## src/rtl/fifo_rd_ctrl.sv

```systemverilog
//------------------------------------------------------------------------------
// fifo_rd_ctrl
//
// Read-domain controller of an asynchronous FIFO. Holds the binary and Gray
// read pointers, drives the dual-port memory read address and derives the
// empty / almost-empty / fill-level / underflow status from the write pointer
// after it has been synchronized into rclk.
//
// Status is computed against the synchronized (delayed) write pointer. The
// FIFO can therefore look emptier than it really is, but never fuller.
//
// Parameters:
//   ADDRSIZE       memory address width, depth = 2**ADDRSIZE
//   AEMPTY_THRESH  raempty is set when the fill level is <= this value
//
// Ports:
//   rclk        read clock, all state on the rising edge
//   rrst        synchronous active-high reset
//   rinc        read request, honoured only while rempty = 0
//   rq2_wptr    Gray write pointer, already synchronized into rclk
//   raddr       memory read address (low bits of the binary read pointer)
//   rptr        registered Gray read pointer, carried to the write domain
//   rempty      FIFO empty (registered)
//   raempty     FIFO almost empty (registered)
//   rlevel      fill level 0 .. 2**ADDRSIZE (registered)
//   runderflow  sticky flag: a read was attempted while empty
//------------------------------------------------------------------------------
module fifo_rd_ctrl #(
    parameter int ADDRSIZE      = 4,
    parameter int AEMPTY_THRESH = 2
) (
    input  logic                rclk,
    input  logic                rrst,
    input  logic                rinc,
    input  logic [ADDRSIZE:0]   rq2_wptr,
    output logic [ADDRSIZE-1:0] raddr,
    output logic [ADDRSIZE:0]   rptr,
    output logic                rempty,
    output logic                raempty,
    output logic [ADDRSIZE:0]   rlevel,
    output logic                runderflow
);

    localparam logic [ADDRSIZE:0] AEMPTY_LVL = (ADDRSIZE+1)'(AEMPTY_THRESH);

    logic [ADDRSIZE:0] rbin;
    logic [ADDRSIZE:0] rbinnext;
    logic [ADDRSIZE:0] rgraynext;
    logic [ADDRSIZE:0] wbin_s;
    logic [ADDRSIZE:0] rlevel_next;
    logic              rd_en;

    // A request while empty is dropped so the pointer can never pass the
    // write pointer; it only raises runderflow.
    assign rd_en     = rinc & ~rempty;
    assign rbinnext  = rbin + {{ADDRSIZE{1'b0}}, rd_en};
    assign rgraynext = (rbinnext >> 1) ^ rbinnext;

    // Zero-latency read: the address follows the current pointer directly, so
    // the memory already presents the word that this rinc consumes.
    assign raddr = rbin[ADDRSIZE-1:0];

    // Gray-to-binary: each binary bit is the XOR of all Gray bits at or above it.
    always_comb begin
        wbin_s = '0;
        for (int i = 0; i <= ADDRSIZE; i++) begin
            wbin_s[i] = ^(rq2_wptr >> i);
        end
    end

    // Modulo subtraction with one extra wrap bit yields 0 .. 2**ADDRSIZE
    // because the write side never overflows.
    assign rlevel_next = wbin_s - rbinnext;

    // NOTE: all state uses non-blocking assignments so every register samples
    // the pre-edge values; reset is synchronous and takes priority over rinc.
    always_ff @(posedge rclk) begin
        if (rrst) begin
            rbin       <= '0;
            rptr       <= '0;
            rempty     <= 1'b1;
            raempty    <= 1'b1;
            rlevel     <= '0;
            runderflow <= 1'b0;
        end else begin
            rbin       <= rbinnext;
            rptr       <= rgraynext;
            // Compared on the next pointer so rempty rises on the very edge
            // that consumes the last entry, blocking a back-to-back read.
            rempty     <= (rgraynext == rq2_wptr);
            rlevel     <= rlevel_next;
            raempty    <= (rlevel_next <= AEMPTY_LVL);
            runderflow <= runderflow | (rinc & rempty);
        end
    end

endmodule

```

## config.mk

```make
export PLATFORM = sky130hd
export DESIGN_NAME = fifo_rd_ctrl
export DESIGN_NICKNAME = d
export VERILOG_FILES = /design/src/rtl/fifo_rd_ctrl.sv
export SDC_FILE = /design/constraint.sdc
export NUM_CORES = 1
export LEC_CHECK = 0
export BUFFER_PORTS_ARGS = -buffer_cell sky130_fd_sc_hd__buf_2
export CORE_MARGIN = 2
export CORE_UTILIZATION = 51
export DETAILED_ROUTE_END_ITERATION = 6
export GPL_ROUTABILITY_DRIVEN = 0
export GPL_TIMING_DRIVEN = 0
export PLACE_DENSITY = 0.77
export RECOVER_POWER = 100
export SYNTH_ARGS = -nofsm -noshare
export SYNTH_HDL_FRONTEND = slang
export SYNTH_SLANG_ARGS = --single-unit
```

## constraint.sdc

```tcl
create_clock -name rclk -period 2.7 [get_ports rclk]
set_input_delay 0.135 -clock rclk [delete_from_list [all_inputs] [get_ports rclk]]
set_output_delay 0.135 -clock rclk [all_outputs]
set_load 0.005 [all_outputs]
```

==> results of run 1 <==
==> cell families (layout without fill, tap and decap cells) <==
family | after synthesis | after routing | share of synthesized area
AO/OA/AOI/OAI | 21 | 21 | 0.174
XOR/XNOR | 23 | 23 | 0.224
adder cells (fa/ha/maj) | 5 | 5 | 0.0646
buffers and inverters | 10 | 38 | 0.0413
flip-flops | 17 | 17 | 0.351
multiplexers | 1 | 1 | 0.0103
AND/OR/NAND/NOR | 29 | 29 | 0.134
==> repair_timing <==
action,4_1_cts,5_1_grt
buffers inserted,0,3
setup endpoints to repair,0,1
resized for setup,0,2
==> registers in the layout (all words and copies together) (netlist names) <==
name        cells
rbin            4
rlevel          5
rptr            5
runderflow      1
rempty          1
raempty         1
==> through the flow <==
step / setup WS, ps / instance area (um^2) / utilization / std cells
after floorplan: 288 / 968 / - / 106
after global placement: 144 / 1110 / 0.629 / 153
after detailed placement: 52.9 / 1110 / 0.629 / 153
after CTS: 25.0 / 1140 / 0.644 / 157
after global routing: 14.9 / 1160 / 0.655 / 159
final: 200 / 1160 / 0.655 / 159
==> how the worst min path moves through the flow <==
| stage | from | end |
|---|---|---|
| final | rinc | runderflow$_SDFF_PP0_ |
| after global routing | rinc | runderflow$_SDFF_PP0_ |
| after global placement | rinc | runderflow$_SDFF_PP0_ |
| after detailed placement | rinc | runderflow$_SDFF_PP0_ |
| after CTS | rinc | runderflow$_SDFF_PP0_ |
| after floorplan | rinc | runderflow$_SDFF_PP0_ |
==> layout make-up <==
| cell class | instances | area [um^2] |
|---|---|---|
| Buffer | 4 | 17.5 |
| Inverter | 5 | 18.8 |
| Multi-Input combinational cell | 79 | 602 |
| Clock buffer | 4 | 26.3 |
| Sequential cell | 17 | 340 |
| Tap cell | 25 | 31.3 |
| Fill cell | 187 | 608 |
| Timing Repair Buffer | 25 | 120 |
==> Yosys cell counts, drive strengths merged (2+ instances only) <==
master	number
a211oi	2
nor2b	3
inv	5
o21ai	2
nor2	18
xor2	4
a21oi	2
clkbuf	4
ha	5
a21o	3
dfxtp	17
nand3	3
xnor2	19
o211ai	3
==> metal layers <==
metal / vias to the layer above / global-route usage
met2: 20 / 0.338
met5: - / 0
met4: 0 / 0.119
li1: 410 / -
met3: 5 / 0.0302
met1: 352 / 0.224
==> report_power, final <==
group | internal (mW) | total [mW] | switching [mW]
Clock | 0.0576 | 0.138 | 0.0804
Sequential | 0.278 | 0.287 | 0.00878
Combinational | 0.0912 | 0.194 | 0.103
Total | 0.427 | 0.619 | 0.192
==> tightest hold or removal path: cells and delay by family <==
kind,cells,cell delay (ps)
and+or+nand+nor,1,70
buffers and inverters,1,80
AOI/OAI and AO/OA,1,50
==> key figures, run 1 <==
Critical path
  – Crit path to: raempty$_SDFF_PP1_
  – Crit path top cell by count: ha_1
  – Reg2Reg Capture Point: raempty$_SDFF_PP1_
  – R2r worst-path depth: 10
  – Buf+Inv Stages, Crit Path: 0
  – Crit-path cells: nor2b_1 > ha_1 > ha_2 > xnor2_4 > ha_1 > a21boi_0 > a221oi_1 > xnor2_1 > nor2_1 > a2111oi_2
  – Critical path class: register to register
  – Crit path max-delay cell type: dfxtp_1
  – Origin of the worst setup path: rempty$_SDFF_PP1_
  – Worst Path Required: 2900 ps
  – CP Max Fanout: 6
  – Crit path DAT: 2700 ps
  – Worst setup SP type: register
  – CP peak stage delay: between 300 and 400 ps
  – Worst reg2reg setup slack: between 150 and 200 ps
  – Critical path capture point type: register
  – Family with the most delay on the worst path: compound AO/OA/AOI/OAI gates
  – Levels on crit path: 10
  – Reg2reg start: rempty$_SDFF_PP1_

Route
  – First-pass iteration count of the detailed router: 4
  – First DRT Iteration DRCs: 14
  – DR vias: around 790
  – Met3 routed WL: 88 um
  – WL met1: 871 um
  – Met2 routed WL: roughly 1.0 mm
  – WL per Instance: between 10 and 15 um
  – ANT nets after route: 0
  – Routed wire length: roughly 2.0 mm
  – Max layer used: met4
  – Vias/cell: 4.95
  – # DRC: 0

Floorplanning
  – Top Ports: 25
  – Die area: between 2000 and 2500 um^2
  – Rows: 15
  – Die Span Y: 47.6 um
  – Initial Util: 0.549
  – Die W: roughly 48 um
  – Core area: 1760 um^2

Logic synthesis
  – Register area share after synthesis: 0.351
  – Library cells used by synthesis: 34
  – Post-Syn Nets: ~120
  – Mapped Cells: 106
  – Syn Std Cell Area: 968 um^2
  – Number of synthesized register bits: 17
  – Synth Area per Inst: 9.14 um^2
  – Ys async rst share: 0
  – Post-synth top area share: 0.351
  – EDFF count, synth: 0
  – Dominant register cell in the synthesized netlist: dfxtp_1
  – Ys Warns: 0
  – Largest cells by area after synthesis: dfxtp_1 (35%), xnor2_1 (16%), nor2_1 (7.0%)
  – Largest area contributor in the netlist: dfxtp_1

Outcome
  – Outcome: finished, final reports clean

Timing
  – Final Slew Violations: 0
  – Final setup fails: 0
  – Final Skew: approximately 4.8 ps
  – Final period util: 0.926
  – Least-Margin Pin Slew: 510 ps
  – RSZ-0062 raised after global routing: false
  – Final hold violations: 0
  – F_max: 400 MHz
  – Setup_tns: 0 ps
  – Hold_ws: 74.8 ps
  – Post-layout minimum cycle time: 2500 ps
  – Slew headroom: 0.657

CTS
  – CTS tree: yes
  – Clock tree sinks: 17
  – Clock latency on the worst-skew pair: just under 300 ps
  – CTS buffer count: 3
  – Clock-pin slew on the worst setup and hold paths: 100 ps
  – CTS Hold Bufs: 0
  – H-tree depth: 1
  – Clk root buf: clkbuf_4
  – Clock Path Buffers: 2

Power and ir drop
  – VDD IR max: roughly 0.32 mV
  – P_leak: about 0.49 nW
  – PwrDens: approximately 540 nW/um^2
  – Power after layout: a little over 0.6 mW

GRT
  – Vias in the first global route: 713
  – GR Util All Layers: 0.195
  – Global-route wire length before repair: approximately 3 mm
  – Initial antenna violation count: 0
  – Total grt overflow: 0
  – Pin count of the biggest net entering global routing: 11

Worst hold path
  – Class of the worst hold path: primary input to register
  – Hold depth: 3

Place
  – DP Wirelength: 1.61 mm
  – Number of buffers inserted by port buffering: 22

Finish
  – Most frequent cells in the layout: xnor2_1 (18), nor2_1 (18), dfxtp_1 (17)
  – Fin nets: roughly 150
  – Diodes inserted: 0
  – Synth-to-layout area growth: 19.4%
  – Layout cell share with drive strength beyond 1: 0.201

Flow run
  – Max-cap violations: 0
(Power assumes the default switching activity.)
==> inputs of run 2 (changes only) <==
--- a/config.mk
+++ b/config.mk
@@ -7,12 +7,11 @@
 export LEC_CHECK = 0
 export BUFFER_PORTS_ARGS = -buffer_cell sky130_fd_sc_hd__buf_2
 export CORE_MARGIN = 2
-export CORE_UTILIZATION = 51
+export CORE_UTILIZATION = 53
 export DETAILED_ROUTE_END_ITERATION = 6
 export GPL_ROUTABILITY_DRIVEN = 0
 export GPL_TIMING_DRIVEN = 0
-export PLACE_DENSITY = 0.77
-export RECOVER_POWER = 100
+export PLACE_DENSITY = 0.8
 export SYNTH_ARGS = -nofsm -noshare
 export SYNTH_HDL_FRONTEND = slang
 export SYNTH_SLANG_ARGS = --single-unit
==> constraint.sdc (replaced) <==
create_clock -name rclk -period 3.02 [get_ports rclk]
set_input_delay 0.151 -clock rclk [delete_from_list [all_inputs] [get_ports rclk]]
set_output_delay 0.151 -clock rclk [all_outputs]
set_load 0.005 [all_outputs]
==> run 2 against run 1 <==
Net effect:
- worst hold slack improved by 23 ps
- die area fell by 3.5%
- wire length decreased by 10%
- flip-flop and latch count unchanged
- setup slack better by 180 ps
- critical path depth unchanged
- sequential share of layout area increased by 0.52 points
- cell count shrank 1.3%
- clock power down 11%
- critical path type unchanged
- critical endpoint unchanged
==> key figures, run 2 (synthesis gave the netlist of run 1 again) <==
Finish
  – Fin nets: 146 (-1.4%)
  – Fill cells: 162 (-13%)
  – Synth-to-layout area growth: 17.3%
  – Final core utilization: 0.658 (+0.00265)
  – Diodes inserted: 0 (unchanged)
  – Layout cell share with drive strength beyond 1: 0.250 (+0.0485)
  – Top Registers: rlevel (5), rptr (5), rbin (4)
  – Commonest non-fill, non-tap cell in the layout: buf_2
  – Most frequent cells in the layout: buf_2 (23), xnor2_1 (18), nor2_1 (18)

CTS
  – Post-CTS Setup Bufs: 0 (unchanged)
  – Post-CTS Resized: 0 (unchanged)
  – Clk root buf: clkbuf_4
  – H-tree depth: 1 (unchanged)
  – CTS buffer count: 3 (unchanged)
  – Clock tree sinks: 17 (unchanged)
  – Clock-pin slew on the worst setup and hold paths: 100 ps (about the same)
  – CTS tree: yes
  – Clock latency on the worst-skew pair: 300 ps (about the same)
  – CTS Hold Bufs: 0 (unchanged)
  – Clock Path Buffers: 2 (unchanged)

Place
  – Pre-CTS WS: 365 ps (+312 ps)
  – Number of buffers inserted by port buffering: 22 (unchanged)
  – DP Wirelength: 1.47 mm (-8.8%)

Critical path
  – Crit path max-delay cell type: dfxtp_1
  – Reg2Reg Capture Point: raempty$_SDFF_PP1_
  – Worst reg2reg setup slack: 380 ps (+180 ps)
  – Crit-path cells: nor2b_1 > ha_1 > ha_1 > xnor2_2 > ha_1 > a21boi_0 > a221oi_1 > xnor2_1 > nor2_1 > a2111oi_2
  – Crit path top cell by count: ha_1
  – R2r worst-path depth: 10 (unchanged)
  – Worst setup SP type: register
  – Critical path class: register to register
  – CP Max Fanout: 7 (+1)
  – CP peak stage delay: 350 ps (about the same)
  – Critical path capture point type: register
  – Origin of the worst setup path: rempty$_SDFF_PP1_
  – Crit path DAT: 2840 ps (+140 ps)
  – Crit path to: raempty$_SDFF_PP1_
  – Reg2reg start: rempty$_SDFF_PP1_
  – Worst Path Required: 3220 ps (+320 ps)

Floorplanning
  – Die area: 2190 um^2 (-3.5%)
  – Rows: 15 (unchanged)
  – Die W: 46.7 um (-1.7%)
  – Core area: 1730 um^2 (-2.1%)
  – Initial Util: 0.561 (+0.0119)
  – Die Span Y: 46.7 um (-1.7%)
  – Top Ports: 25 (unchanged)

Timing
  – Final Skew: 12.8 ps (+8.01 ps)
  – Setup_tns: 0 ps (unchanged)
  – Slew headroom: 0.675 (+0.0179)
  – Final hold violations: 0 (unchanged)
  – Least-Margin Pin Slew: 484 ps (-26.7 ps)
  – F_max: 378 MHz (-5.4%)
  – Worst Slack Setup Final: 378 ps (+178 ps)
  – Final period util: 0.875 (-0.0510)
  – Hold_ws: 98.3 ps (+23.5 ps)
  – Final setup fails: 0 (unchanged)
  – Post-layout minimum cycle time: 2640 ps (+142 ps)
  – Final Slew Violations: 0 (unchanged)
  – RSZ-0062 raised after global routing: false

GRT
  – Vias in the first global route: 722 (+1.3%)
  – Pin count of the biggest net entering global routing: 11 (unchanged)
  – Initial antenna violation count: 0 (unchanged)
  – GR Util All Layers: 0.192 (-0.00331)
  – Total grt overflow: 0 (unchanged)
  – Global-route wire length before repair: 2.88 mm (-3.4%)

Power and ir drop
  – P_leak: 0.515 nW (+5.3%)
  – Power after layout: 0.555 mW (-10%)
  – PwrDens: 488 nW/um^2 (-8.8%)
  – VDD IR max: 0.248 mV (-21%)

Route
  – First DRT Iteration DRCs: 7 (-7)
  – # DRC: 0 (unchanged)
  – Routed wire length: 1.83 mm (-10%)
  – ANT nets after route: 0 (unchanged)
  – WL per Instance: 11.7 um (-9.3%)
  – Vias/cell: 5.09 (+2.8%)
  – First-pass iteration count of the detailed router: 2 (-2)
  – DR vias: 799 (+1.5%)

Flow run
  – Max-cap violations: 0 (unchanged)

Worst hold path
  – Class of the worst hold path: primary input to register

Outcome
  – Outcome: finished, final reports clean
[run 2: cell count changes in the layout (fill, tap and decap cells not counted)]
| cell | before | now |
|---|---|---|
| buf_2 | 13 | 23 |
| clkbuf_1 | 13 | 4 |
| buf_4 | 2 | 0 |
| clkbuf_4 | 4 | 3 |
| ha_1 | 4 | 5 |
| ha_2 | 1 | 0 |
| xnor2_2 | 0 | 1 |
| xnor2_4 | 1 | 0 |
[run 2: final cells by class]
cell class | count | area [um^2] | share of cell area
inverter | 5 | 18.8 | 0.0165
multi-input combinational | 79 | 588 | 0.518
tap | 25 | 31.3 | 0.0275
clock buffer | 4 | 26.3 | 0.0231
timing repair buffer | 22 | 110 | 0.0969
buffer | 5 | 21.3 | 0.0187
sequential | 17 | 340 | 0.300
[run 2: power breakdown]
group	internal (mW)	switching, mW	total (mW)
combinational	0.0856	0.0909	0.176
sequential	0.249	0.00641	0.255
clock	0.0514	0.0719	0.123
[run 2: critical path, delay by kind of cell, from the launching register on]
family / cells / cell delay, ps
AND/OR/NAND/NOR: 2 / 140
adder cells (fa/ha/maj): 3 / 760
XOR/XNOR: 2 / 500
flip-flops: 1 / 350
AO/OA/AOI/OAI: 3 / 800
[run 2: worst min path at each step]
stage,start,to,cells after the start
floorplan,rinc,runderflow$_SDFF_PP0_,2
global placement,rinc,runderflow$_SDFF_PP0_,3
detailed placement,rinc,runderflow$_SDFF_PP0_,3
CTS,rinc,runderflow$_SDFF_PP0_,3
global route,rinc,runderflow$_SDFF_PP0_,3
finish,rinc,runderflow$_SDFF_PP0_,3
[run 2: per-layer routing]
metal	track usage	wire [um]
met5	0	0
met4	0.133	43
met2	0.328	923
met1	0.216	807
met3	0.0346	60
[run 2: per-stage QoR]
stage | instance area, um^2 | instances
6_report | 1140 | 157
5_1_grt | 1140 | 157
3_5_place_dp | 1110 | 153
2_1_floorplan | 968 | 106
4_1_cts | 1140 | 157
3_3_place_gp | 1110 | 153
